===== config.mk =====
export PLATFORM = sky130hd
export DESIGN_NAME = dport_router_flat
export DESIGN_NICKNAME = d
export VERILOG_FILES = /design/src/rtl/dport_router_pkg.sv /design/src/rtl/dport_router_if.sv /design/src/rtl/dport_router_err_resp.sv /design/src/rtl/dport_router.sv /design/src/flat_wrapper.sv
export SDC_FILE = /design/constraint.sdc
export NUM_CORES = 1
export LEC_CHECK = 0
export ABC_AREA = 1
export BUFFER_PORTS_ARGS = -buffer_cell sky130_fd_sc_hd__buf_2
export CORE_AREA = 2 2 205 207
export CTS_BUF_LIST = sky130_fd_sc_hd__clkbuf_4
export CTS_CLUSTER_SIZE = 20
export DETAILED_ROUTE_END_ITERATION = 8
export DIE_AREA = 0 0 207 209
export PLACE_DENSITY = 0.43
export SLEW_MARGIN = 10
export SYNTH_ARGS = -nofsm -noshare
export SYNTH_HDL_FRONTEND = slang
export SYNTH_SLANG_ARGS = --single-unit

===== constraint.sdc =====
create_clock -name clk_i -period 2.5 [get_ports clk_i]
set_clock_uncertainty 0.1 [all_clocks]
set_input_delay 0.25 -clock clk_i [delete_from_list [all_inputs] [get_ports clk_i]]
set_output_delay 0.25 -clock clk_i [all_outputs]
set_load 0.01 [all_outputs]

===== src/rtl/dport_router_pkg.sv =====
// Shared definitions for the dport bus blocks: tag width, responder states,
// and an elaboration-time ceil(log2) helper.
package dport_router_pkg;

  localparam int unsigned TAG_W = 11;

  typedef enum logic {
    ERR_IDLE,
    ERR_ACK
  } err_state_t;

  function automatic int unsigned dport_clog2(input int unsigned value);
    int unsigned result;
    result = 0;
    for (int unsigned i = 0; i < 32; i++) begin
      if ((64'd1 << i) < 64'(value)) result = i + 1;
    end
    return result;
  endfunction

endpackage


===== src/rtl/dport_router_if.sv =====
// dport master-side bus: LSU request/attribute signals and the response path.
interface dport_router_if;
  import dport_router_pkg::*;

  logic [31:0]      addr;
  logic [31:0]      data_wr;
  logic             rd;
  logic [3:0]       wr;
  logic             cacheable;
  logic             invalidate;
  logic             writeback;
  logic             flush;
  logic [TAG_W-1:0] req_tag;
  logic [31:0]      data_rd;
  logic             accept;
  logic             ack;
  logic             error;
  logic [TAG_W-1:0] resp_tag;

  modport master (
    output addr, data_wr, rd, wr, cacheable, invalidate, writeback, flush, req_tag,
    input  data_rd, accept, ack, error, resp_tag
  );

  modport slave (
    input  addr, data_wr, rd, wr, cacheable, invalidate, writeback, flush, req_tag,
    output data_rd, accept, ack, error, resp_tag
  );

endinterface


===== src/rtl/dport_router_err_resp.sv =====
// One-entry error responder for unmapped accesses: acks with error exactly one
// cycle after accepting, echoing the captured request tag.
module dport_err_resp
  import dport_router_pkg::*;
(
  input  logic             clk_i,
  input  logic             rst_i,
  input  logic             req_i,
  input  logic [TAG_W-1:0] tag_i,
  output logic             ready_o,
  output logic             ack_o,
  output logic [TAG_W-1:0] tag_o
);

  err_state_t       state_q, state_d;
  logic [TAG_W-1:0] tag_q;

  always_ff @(posedge clk_i or posedge rst_i) begin
    if (rst_i) begin
      state_q <= ERR_IDLE;
      tag_q   <= '0;
    end else begin
      state_q <= state_d;
      if (req_i) tag_q <= tag_i;
    end
  end

  // The ack is never stalled, so the slot frees in its own ack cycle and a
  // new request can be taken back-to-back.
  always_comb begin
    state_d = state_q;
    ready_o = 1'b1;
    ack_o   = 1'b0;
    unique case (state_q)
      ERR_IDLE: if (req_i) state_d = ERR_ACK;
      ERR_ACK: begin
        ack_o   = 1'b1;
        state_d = req_i ? ERR_ACK : ERR_IDLE;
      end
      default: state_d = ERR_IDLE;
    endcase
  end

  assign tag_o = tag_q;

endmodule


===== src/rtl/dport_router.sv =====
// N-way dport address router: region decode, target-switch hold while requests
// are outstanding, pending counter and response mux from the last-accepted target.
module dport_router
  import dport_router_pkg::*;
#(
  parameter int unsigned             NUM_PORTS       = 3,
  parameter logic [NUM_PORTS*32-1:0] PORT_BASE       = {32'h9000_0000, 32'h8000_0000, 32'h0000_0000},
  parameter logic [NUM_PORTS*32-1:0] PORT_SIZE       = {32'h1000_0000, 32'h1000_0000, 32'h0001_0000},
  parameter bit                      ERR_ON_UNMAPPED = 1'b1,
  parameter int unsigned             DEFAULT_PORT    = 1,
  parameter int unsigned             MAX_PENDING     = 16
) (
  input  logic                       clk_i,
  input  logic                       rst_i,
  dport_router_if.slave              mem,
  output logic [NUM_PORTS*32-1:0]    tgt_addr_o,
  output logic [NUM_PORTS*32-1:0]    tgt_data_wr_o,
  output logic [NUM_PORTS-1:0]       tgt_rd_o,
  output logic [NUM_PORTS*4-1:0]     tgt_wr_o,
  output logic [NUM_PORTS-1:0]       tgt_cacheable_o,
  output logic [NUM_PORTS-1:0]       tgt_invalidate_o,
  output logic [NUM_PORTS-1:0]       tgt_writeback_o,
  output logic [NUM_PORTS-1:0]       tgt_flush_o,
  output logic [NUM_PORTS*TAG_W-1:0] tgt_req_tag_o,
  input  logic [NUM_PORTS*32-1:0]    tgt_data_rd_i,
  input  logic [NUM_PORTS*TAG_W-1:0] tgt_resp_tag_i,
  input  logic [NUM_PORTS-1:0]       tgt_accept_i,
  input  logic [NUM_PORTS-1:0]       tgt_ack_i,
  input  logic [NUM_PORTS-1:0]       tgt_error_i
);

  localparam int unsigned       SEL_W     = dport_clog2(NUM_PORTS + 1);
  localparam int unsigned       PEND_W    = dport_clog2(MAX_PENDING) + 1;
  localparam logic [SEL_W-1:0]  SEL_ERR   = SEL_W'(NUM_PORTS);
  localparam logic [SEL_W-1:0]  SEL_MISS  = ERR_ON_UNMAPPED ? SEL_ERR : SEL_W'(DEFAULT_PORT);
  localparam logic [PEND_W-1:0] PEND_FULL = PEND_W'(MAX_PENDING);

  logic [NUM_PORTS-1:0] hit_w;
  logic [SEL_W-1:0]     idx_w, sel_q;
  logic [PEND_W-1:0]    pend_q;
  logic                 request_w, hold_w, ready_w, take_w, found_w;
  logic                 err_ready_w, err_ack_w;
  logic [TAG_W-1:0]     err_tag_w;

  // 33-bit offset keeps the range test free of 32-bit wraparound.
  for (genvar g = 0; g < NUM_PORTS; g++) begin : g_decode
    localparam logic [31:0] BASE = PORT_BASE[32*g +: 32];
    localparam logic [31:0] SIZE = PORT_SIZE[32*g +: 32];
    logic [32:0] offset_w;
    assign offset_w = {1'b0, mem.addr} - {1'b0, BASE};
    assign hit_w[g] = (SIZE != '0) && !offset_w[32] && (offset_w[31:0] < SIZE);
  end

  always_comb begin
    idx_w   = SEL_MISS;
    found_w = 1'b0;
    for (int unsigned i = 0; i < NUM_PORTS; i++) begin
      if (hit_w[i] && !found_w) begin
        idx_w   = SEL_W'(i);
        found_w = 1'b1;
      end
    end
  end

  assign request_w = mem.rd | (|mem.wr) | mem.flush | mem.invalidate | mem.writeback;
  assign hold_w    = ((pend_q != '0) && (idx_w != sel_q)) || (pend_q == PEND_FULL);

  always_comb begin
    ready_w          = (idx_w == SEL_ERR) ? err_ready_w : 1'b0;
    tgt_rd_o         = '0;
    tgt_wr_o         = '0;
    tgt_invalidate_o = '0;
    tgt_writeback_o  = '0;
    tgt_flush_o      = '0;
    for (int unsigned i = 0; i < NUM_PORTS; i++) begin
      if (idx_w == SEL_W'(i)) begin
        ready_w = tgt_accept_i[i];
        if (!hold_w) begin
          tgt_rd_o[i]         = mem.rd;
          tgt_wr_o[4*i +: 4]  = mem.wr;
          tgt_invalidate_o[i] = mem.invalidate;
          tgt_writeback_o[i]  = mem.writeback;
          tgt_flush_o[i]      = mem.flush;
        end
      end
    end
  end

  assign mem.accept      = !hold_w && ready_w;
  assign take_w          = request_w && mem.accept;
  assign tgt_addr_o      = {NUM_PORTS{mem.addr}};
  assign tgt_data_wr_o   = {NUM_PORTS{mem.data_wr}};
  assign tgt_cacheable_o = {NUM_PORTS{mem.cacheable}};
  assign tgt_req_tag_o   = {NUM_PORTS{mem.req_tag}};

  dport_err_resp u_err_resp (
    .clk_i   (clk_i),
    .rst_i   (rst_i),
    .req_i   (take_w && (idx_w == SEL_ERR)),
    .tag_i   (mem.req_tag),
    .ready_o (err_ready_w),
    .ack_o   (err_ack_w),
    .tag_o   (err_tag_w)
  );

  // Responses follow the registered selection so a new decode cannot steal them.
  always_comb begin
    mem.ack      = 1'b0;
    mem.error    = 1'b0;
    mem.data_rd  = '0;
    mem.resp_tag = '0;
    if (sel_q == SEL_ERR) begin
      mem.ack      = err_ack_w;
      mem.error    = err_ack_w;
      mem.resp_tag = err_tag_w;
    end
    for (int unsigned i = 0; i < NUM_PORTS; i++) begin
      if (sel_q == SEL_W'(i)) begin
        mem.ack      = tgt_ack_i[i];
        mem.error    = tgt_error_i[i];
        mem.data_rd  = tgt_data_rd_i[32*i +: 32];
        mem.resp_tag = tgt_resp_tag_i[TAG_W*i +: TAG_W];
      end
    end
  end

  always_ff @(posedge clk_i or posedge rst_i) begin
    if (rst_i) begin
      pend_q <= '0;
      sel_q  <= '0;
    end else begin
      if (take_w) sel_q <= idx_w;
      if (take_w && !mem.ack) pend_q <= pend_q + PEND_W'(1);
      else if (!take_w && mem.ack && (pend_q != '0)) pend_q <= pend_q - PEND_W'(1);
    end
  end

  ack_without_pending_a: assert property (
    @(posedge clk_i) disable iff (rst_i) mem.ack |-> (pend_q != '0)
  );

endmodule


===== src/flat_wrapper.sv =====
// flat-port wrapper written by rule: the top's interface ports become plain ports
module dport_router_flat import dport_router_pkg::*;
#(
  parameter int unsigned             NUM_PORTS       = 3,
  parameter logic [NUM_PORTS*32-1:0] PORT_BASE       = {32'h9000_0000, 32'h8000_0000, 32'h0000_0000},
  parameter logic [NUM_PORTS*32-1:0] PORT_SIZE       = {32'h1000_0000, 32'h1000_0000, 32'h0001_0000},
  parameter bit                      ERR_ON_UNMAPPED = 1'b1,
  parameter int unsigned             DEFAULT_PORT    = 1,
  parameter int unsigned             MAX_PENDING     = 16
)
  (clk_i, rst_i, tgt_addr_o, tgt_data_wr_o, tgt_rd_o, tgt_wr_o, tgt_cacheable_o, tgt_invalidate_o, tgt_writeback_o, tgt_flush_o, tgt_req_tag_o, tgt_data_rd_i, tgt_resp_tag_i, tgt_accept_i, tgt_ack_i, tgt_error_i, mem_addr, mem_data_wr, mem_rd, mem_wr, mem_cacheable, mem_invalidate, mem_writeback, mem_flush, mem_req_tag, mem_data_rd, mem_accept, mem_ack, mem_error, mem_resp_tag);
  dport_router_if mem_i ();
  input  logic clk_i;
  input  logic rst_i;
  output logic [NUM_PORTS*32-1:0] tgt_addr_o;
  output logic [NUM_PORTS*32-1:0] tgt_data_wr_o;
  output logic [NUM_PORTS-1:0] tgt_rd_o;
  output logic [NUM_PORTS*4-1:0] tgt_wr_o;
  output logic [NUM_PORTS-1:0] tgt_cacheable_o;
  output logic [NUM_PORTS-1:0] tgt_invalidate_o;
  output logic [NUM_PORTS-1:0] tgt_writeback_o;
  output logic [NUM_PORTS-1:0] tgt_flush_o;
  output logic [NUM_PORTS*TAG_W-1:0] tgt_req_tag_o;
  input  logic [NUM_PORTS*32-1:0] tgt_data_rd_i;
  input  logic [NUM_PORTS*TAG_W-1:0] tgt_resp_tag_i;
  input  logic [NUM_PORTS-1:0] tgt_accept_i;
  input  logic [NUM_PORTS-1:0] tgt_ack_i;
  input  logic [NUM_PORTS-1:0] tgt_error_i;
  input wire logic [$bits(mem_i.addr)-1:0] mem_addr;
  input wire logic [$bits(mem_i.data_wr)-1:0] mem_data_wr;
  input wire logic [$bits(mem_i.rd)-1:0] mem_rd;
  input wire logic [$bits(mem_i.wr)-1:0] mem_wr;
  input wire logic [$bits(mem_i.cacheable)-1:0] mem_cacheable;
  input wire logic [$bits(mem_i.invalidate)-1:0] mem_invalidate;
  input wire logic [$bits(mem_i.writeback)-1:0] mem_writeback;
  input wire logic [$bits(mem_i.flush)-1:0] mem_flush;
  input wire logic [$bits(mem_i.req_tag)-1:0] mem_req_tag;
  output wire logic [$bits(mem_i.data_rd)-1:0] mem_data_rd;
  output wire logic [$bits(mem_i.accept)-1:0] mem_accept;
  output wire logic [$bits(mem_i.ack)-1:0] mem_ack;
  output wire logic [$bits(mem_i.error)-1:0] mem_error;
  output wire logic [$bits(mem_i.resp_tag)-1:0] mem_resp_tag;
  assign mem_i.addr = mem_addr;
  assign mem_i.data_wr = mem_data_wr;
  assign mem_i.rd = mem_rd;
  assign mem_i.wr = mem_wr;
  assign mem_i.cacheable = mem_cacheable;
  assign mem_i.invalidate = mem_invalidate;
  assign mem_i.writeback = mem_writeback;
  assign mem_i.flush = mem_flush;
  assign mem_i.req_tag = mem_req_tag;
  assign mem_data_rd = mem_i.data_rd;
  assign mem_accept = mem_i.accept;
  assign mem_ack = mem_i.ack;
  assign mem_error = mem_i.error;
  assign mem_resp_tag = mem_i.resp_tag;
  dport_router #(.NUM_PORTS(NUM_PORTS), .PORT_BASE(PORT_BASE), .PORT_SIZE(PORT_SIZE), .ERR_ON_UNMAPPED(ERR_ON_UNMAPPED), .DEFAULT_PORT(DEFAULT_PORT), .MAX_PENDING(MAX_PENDING)) u_core (.clk_i(clk_i), .rst_i(rst_i), .mem(mem_i), .tgt_addr_o(tgt_addr_o), .tgt_data_wr_o(tgt_data_wr_o), .tgt_rd_o(tgt_rd_o), .tgt_wr_o(tgt_wr_o), .tgt_cacheable_o(tgt_cacheable_o), .tgt_invalidate_o(tgt_invalidate_o), .tgt_writeback_o(tgt_writeback_o), .tgt_flush_o(tgt_flush_o), .tgt_req_tag_o(tgt_req_tag_o), .tgt_data_rd_i(tgt_data_rd_i), .tgt_resp_tag_i(tgt_resp_tag_i), .tgt_accept_i(tgt_accept_i), .tgt_ack_i(tgt_ack_i), .tgt_error_i(tgt_error_i));
endmodule

==> reports/summary.txt <==
run status: completed
Post-synth ARST share: 100%
Longest Clk Path Bufs: 2
layout cells sized above 1: 55.5%
post-route non-filler standard cell count: 1290
kind of capture point of the worst setup path: primary output
post-detailed-routing wire length: 17100 µm
post-synthesis cell area: 0.00398 mm²
number of logic stages on the critical path including buffering: 9
total congestion overflow: 0
total nets after synthesis: 841
count of input and output buffers: 325
Worst IR Drop VDD: 0.320 mV
Critical Path Fanout Max: 8
average cell area after synthesis: 6.49 µm²
Synth top area share: 43.4%
setup repair after global routing missed its margin: true
Filler cells: 4888
die outline height: 209 µm
smallest setup slack after layout: 161 ps
commonest cells in the netlist: 230 x sky130_fd_sc_hd__buf_4, 186 x sky130_fd_sc_hd__nand2_1, 39 x sky130_fd_sc_hd__nor2_1, 38 x sky130_fd_sc_hd__nand3_1, 19 x sky130_fd_sc_hd__dfrtp_1
final count of hold timing violations: 0
share of synthesized area occupied by flip-flops and latches: 11.9%
DRT antenna net count: 0
cell count after synthesis: 613
Setup WS pre-CTS: -275 ps
Warnings, synthesis: 0
data arrival at the endpoint of the critical path: 1990 ps
clock sink count: 19
number of buffers and inverters on the critical path: 4
number of flops mapped to enable cells by yosys: 0
overall die width: 207 µm
core footprint: 0.0413 mm²
Synth area leaders: sky130_fd_sc_hd__buf_4 43%, sky130_fd_sc_hd__nand2_1 18%, sky130_fd_sc_hd__dfrtp_1 12%, sky130_fd_sc_hd__nand3_1 4.8%, sky130_fd_sc_hd__nor2_1 3.7%
P&R area growth vs syn: 27.4%
WL per Instance: 13.3 µm
number of global-route vias before repair: 3850
Fmax achieved: 0.428 GHz
average via count per standard cell: 3.14
Critical Setup Path Class: flip-flop to primary output
R2R cell count: 14
global-route wire length before repair: 23900 µm
clock latency on the worst-skew pair: 390 ps
initial standard-cell utilization of the core: 9.64%
Net count, final: 979
total iterations of the first detailed-routing run: 4
finished layout cell area: 0.00507 mm²
path category of the worst min-delay check: input pin to flip-flop
total of flip-flops plus latches after synthesis: 19
total count of max-transition violations in the final report: 0
number of antenna violations at the first check in global routing: 1
post-placement cell count: 1272
half-perimeter wire length of the detailed placement result: 13700 µm
kind of cell with the highest combined delay on the critical path: simple AND/OR/NAND/NOR gates
startpoint class of the critical path: flip-flop
clock-pin transition on the worst setup and hold timing paths: 200 ps
cell chosen for the clock root: sky130_fd_sc_hd__clkbuf_4
largest area contributor in the synthesized netlist: sky130_fd_sc_hd__buf_4
Most common cell on crit path: sky130_fd_sc_hd__inv_2
routability congestion estimate: 0.766
Site Rows: 75
DRC errors left: 0
number of failing setup endpoints in the final timing report: 0
placed inst area: 0.00483 mm²
chain of cells forming the critical path: nor4_4 -> inv_2 -> nor2_2 -> inv_2 -> nand2_2 -> buf_4 -> nand2_1 -> nor2_1 -> buf_2
number of maximum-capacitance constraint violations: 0
crit-path max cell delay: 440 ps
CP max stage cell: sky130_fd_sc_hd__dfrtp_1
total global-route track usage: 7.41%
TritonCTS buffer count: 3
IO Pins: 522
slew at the pin with the worst max-slew slack: 379 ps
PD cells: 949 mW/mm²
most instantiated library cell after synthesis: sky130_fd_sc_hd__buf_4
floorplan die area: 0.0433 mm²
worst path required time: 2150 ps
share of the cycle needed by the critical path after routing: 93.6%
Leakage: 0.00271 µW
pin count of the biggest net entering global routing: 44
final core utilization: 12.3%
Primary FF master, synth: sky130_fd_sc_hd__dfrtp_1
Slew Limit Headroom: 74.7%
count of cell types in the netlist: 37
clock period minus worst slack: 2340 ps
CTS tree: built
vias post-DR: 4052
drt first-iter violations: 176
worst hold path depth: 3
count of H-tree levels built during CTS: 1
==> area by class of cell <==
cell class	instances	area [µm²]	share of cell area, %
Timing Repair Buffer	379	2130	42.1
Multi-Input combinational cell	326	1660	32.7
Tap cell	539	674	13.3
Sequential cell	19	477	9.41
Inverter	22	92.6	1.83
Clock buffer	3	22.5	0.444
Clock inverter	1	7.51	0.148
Antenna cell	1	2.50	0.0494
==> placed cells by master (no fill, tap or decap), types with 6 or more instances in the layout <==
cell                            netlist  final
sky130_fd_sc_hd__dfrtp_1             19     18
sky130_fd_sc_hd__nand2_1            186    184
sky130_fd_sc_hd__nor2_1              39     38
sky130_fd_sc_hd__nand2_2              9     11
sky130_fd_sc_hd__buf_2                1    325
sky130_fd_sc_hd__nand2_4              6      6
sky130_fd_sc_hd__buf_4              230     38
sky130_fd_sc_hd__nand3_1             38     38
sky130_fd_sc_hd__dlygate4sd3_1        0     11
sky130_fd_sc_hd__inv_1               17     17
sky130_fd_sc_hd__o2111ai_1            6      6
==> worst min-delay path, delay by kind of cell <==
kind                   cells  cell delay (ps)
buffers and inverters      1              160
and+or+nand+nor            1               80
AOI/OAI and AO/OA          1               80
==> layer usage <==
metal	vias to the layer above	GRT usage (%)	part of all wire, %
met4	0	3.15	3.8
met1	1821	9.73	44
met3	60	2.22	8.5
li1	1961	-	-
met2	210	11.2	44
met5	-	0	0
==> cell families (layout without fill, tap and decap cells) <==
kind of cell	Yosys count	after routing	share of synthesized area [%]
buf+inv	268	405	47.7
simple gates	295	295	33.3
compound gates	24	24	4.87
xor+xnor	3	3	0.660
fa+ha+maj	4	4	1.45
other cells	0	1	0
flops	19	19	11.9
==> metrics by stage <==
step | TNS, ps | hold WS (ps) | total power, µW
CTS | 0 | 0.712 | 4920
finish | 0 | 103 | 4810
floorplan | 0 | 101 | 2980
global route | -8.07 | 57.3 | 5350
detailed placement | -423 | 262 | 4440
global placement | -261 | 260 | 4410
==> worst paths after layout <==
| path | startpoint | to | slack (ps) |
|---|---|---|---|
| max | u_core.pend_q[0]$_DFFE_PP0P_ | tgt_flush_o[0] | 160 |
| min in group asynchronous | rst_i | u_core.u_err_resp.tag_o[4]$_DFFE_PP0P_ | 340 |
| max reg2reg | u_core.pend_q[0]$_DFFE_PP0P_ | u_core.pend_q[4]$_DFFE_PP0P_ | 210 |
| min reg2reg | u_core.u_err_resp.tag_o[7]$_DFFE_PP0P_ | u_core.u_err_resp.tag_o[7]$_DFFE_PP0P_ | 410 |
| max in group asynchronous | rst_i | u_core.sel_q[1]$_DFFE_PP0P_ | 1660 |
| min | mem_req_tag[4] | u_core.u_err_resp.tag_o[4]$_DFFE_PP0P_ | 100 |
==> what timing repair did <==
action	CTS	global route
cloned	1	0
endpoints found under the hold margin	29	0
pin swaps	1	1
setup buffers	1	0
gates resized for setup	4	6
hold buffers	11	0
setup endpoints to repair	10	22
==> power breakdown <==
| group | switching, µW | total, µW | internal (µW) |
|---|---|---|---|
| registers | 111 | 582 | 471 |
| logic | 2350 | 3990 | 1640 |
| clock network | 174 | 236 | 61.8 |
==> state kept, by name, indices dropped and copies added, names as in the netlist <==
name / count
u_core.u_err_resp.state_q: 1
u_core.pend_q: 5
u_core.u_err_resp.tag_o: 11
u_core.sel_q: 2
No activity file was read; power rests on OpenSTA's default activity.
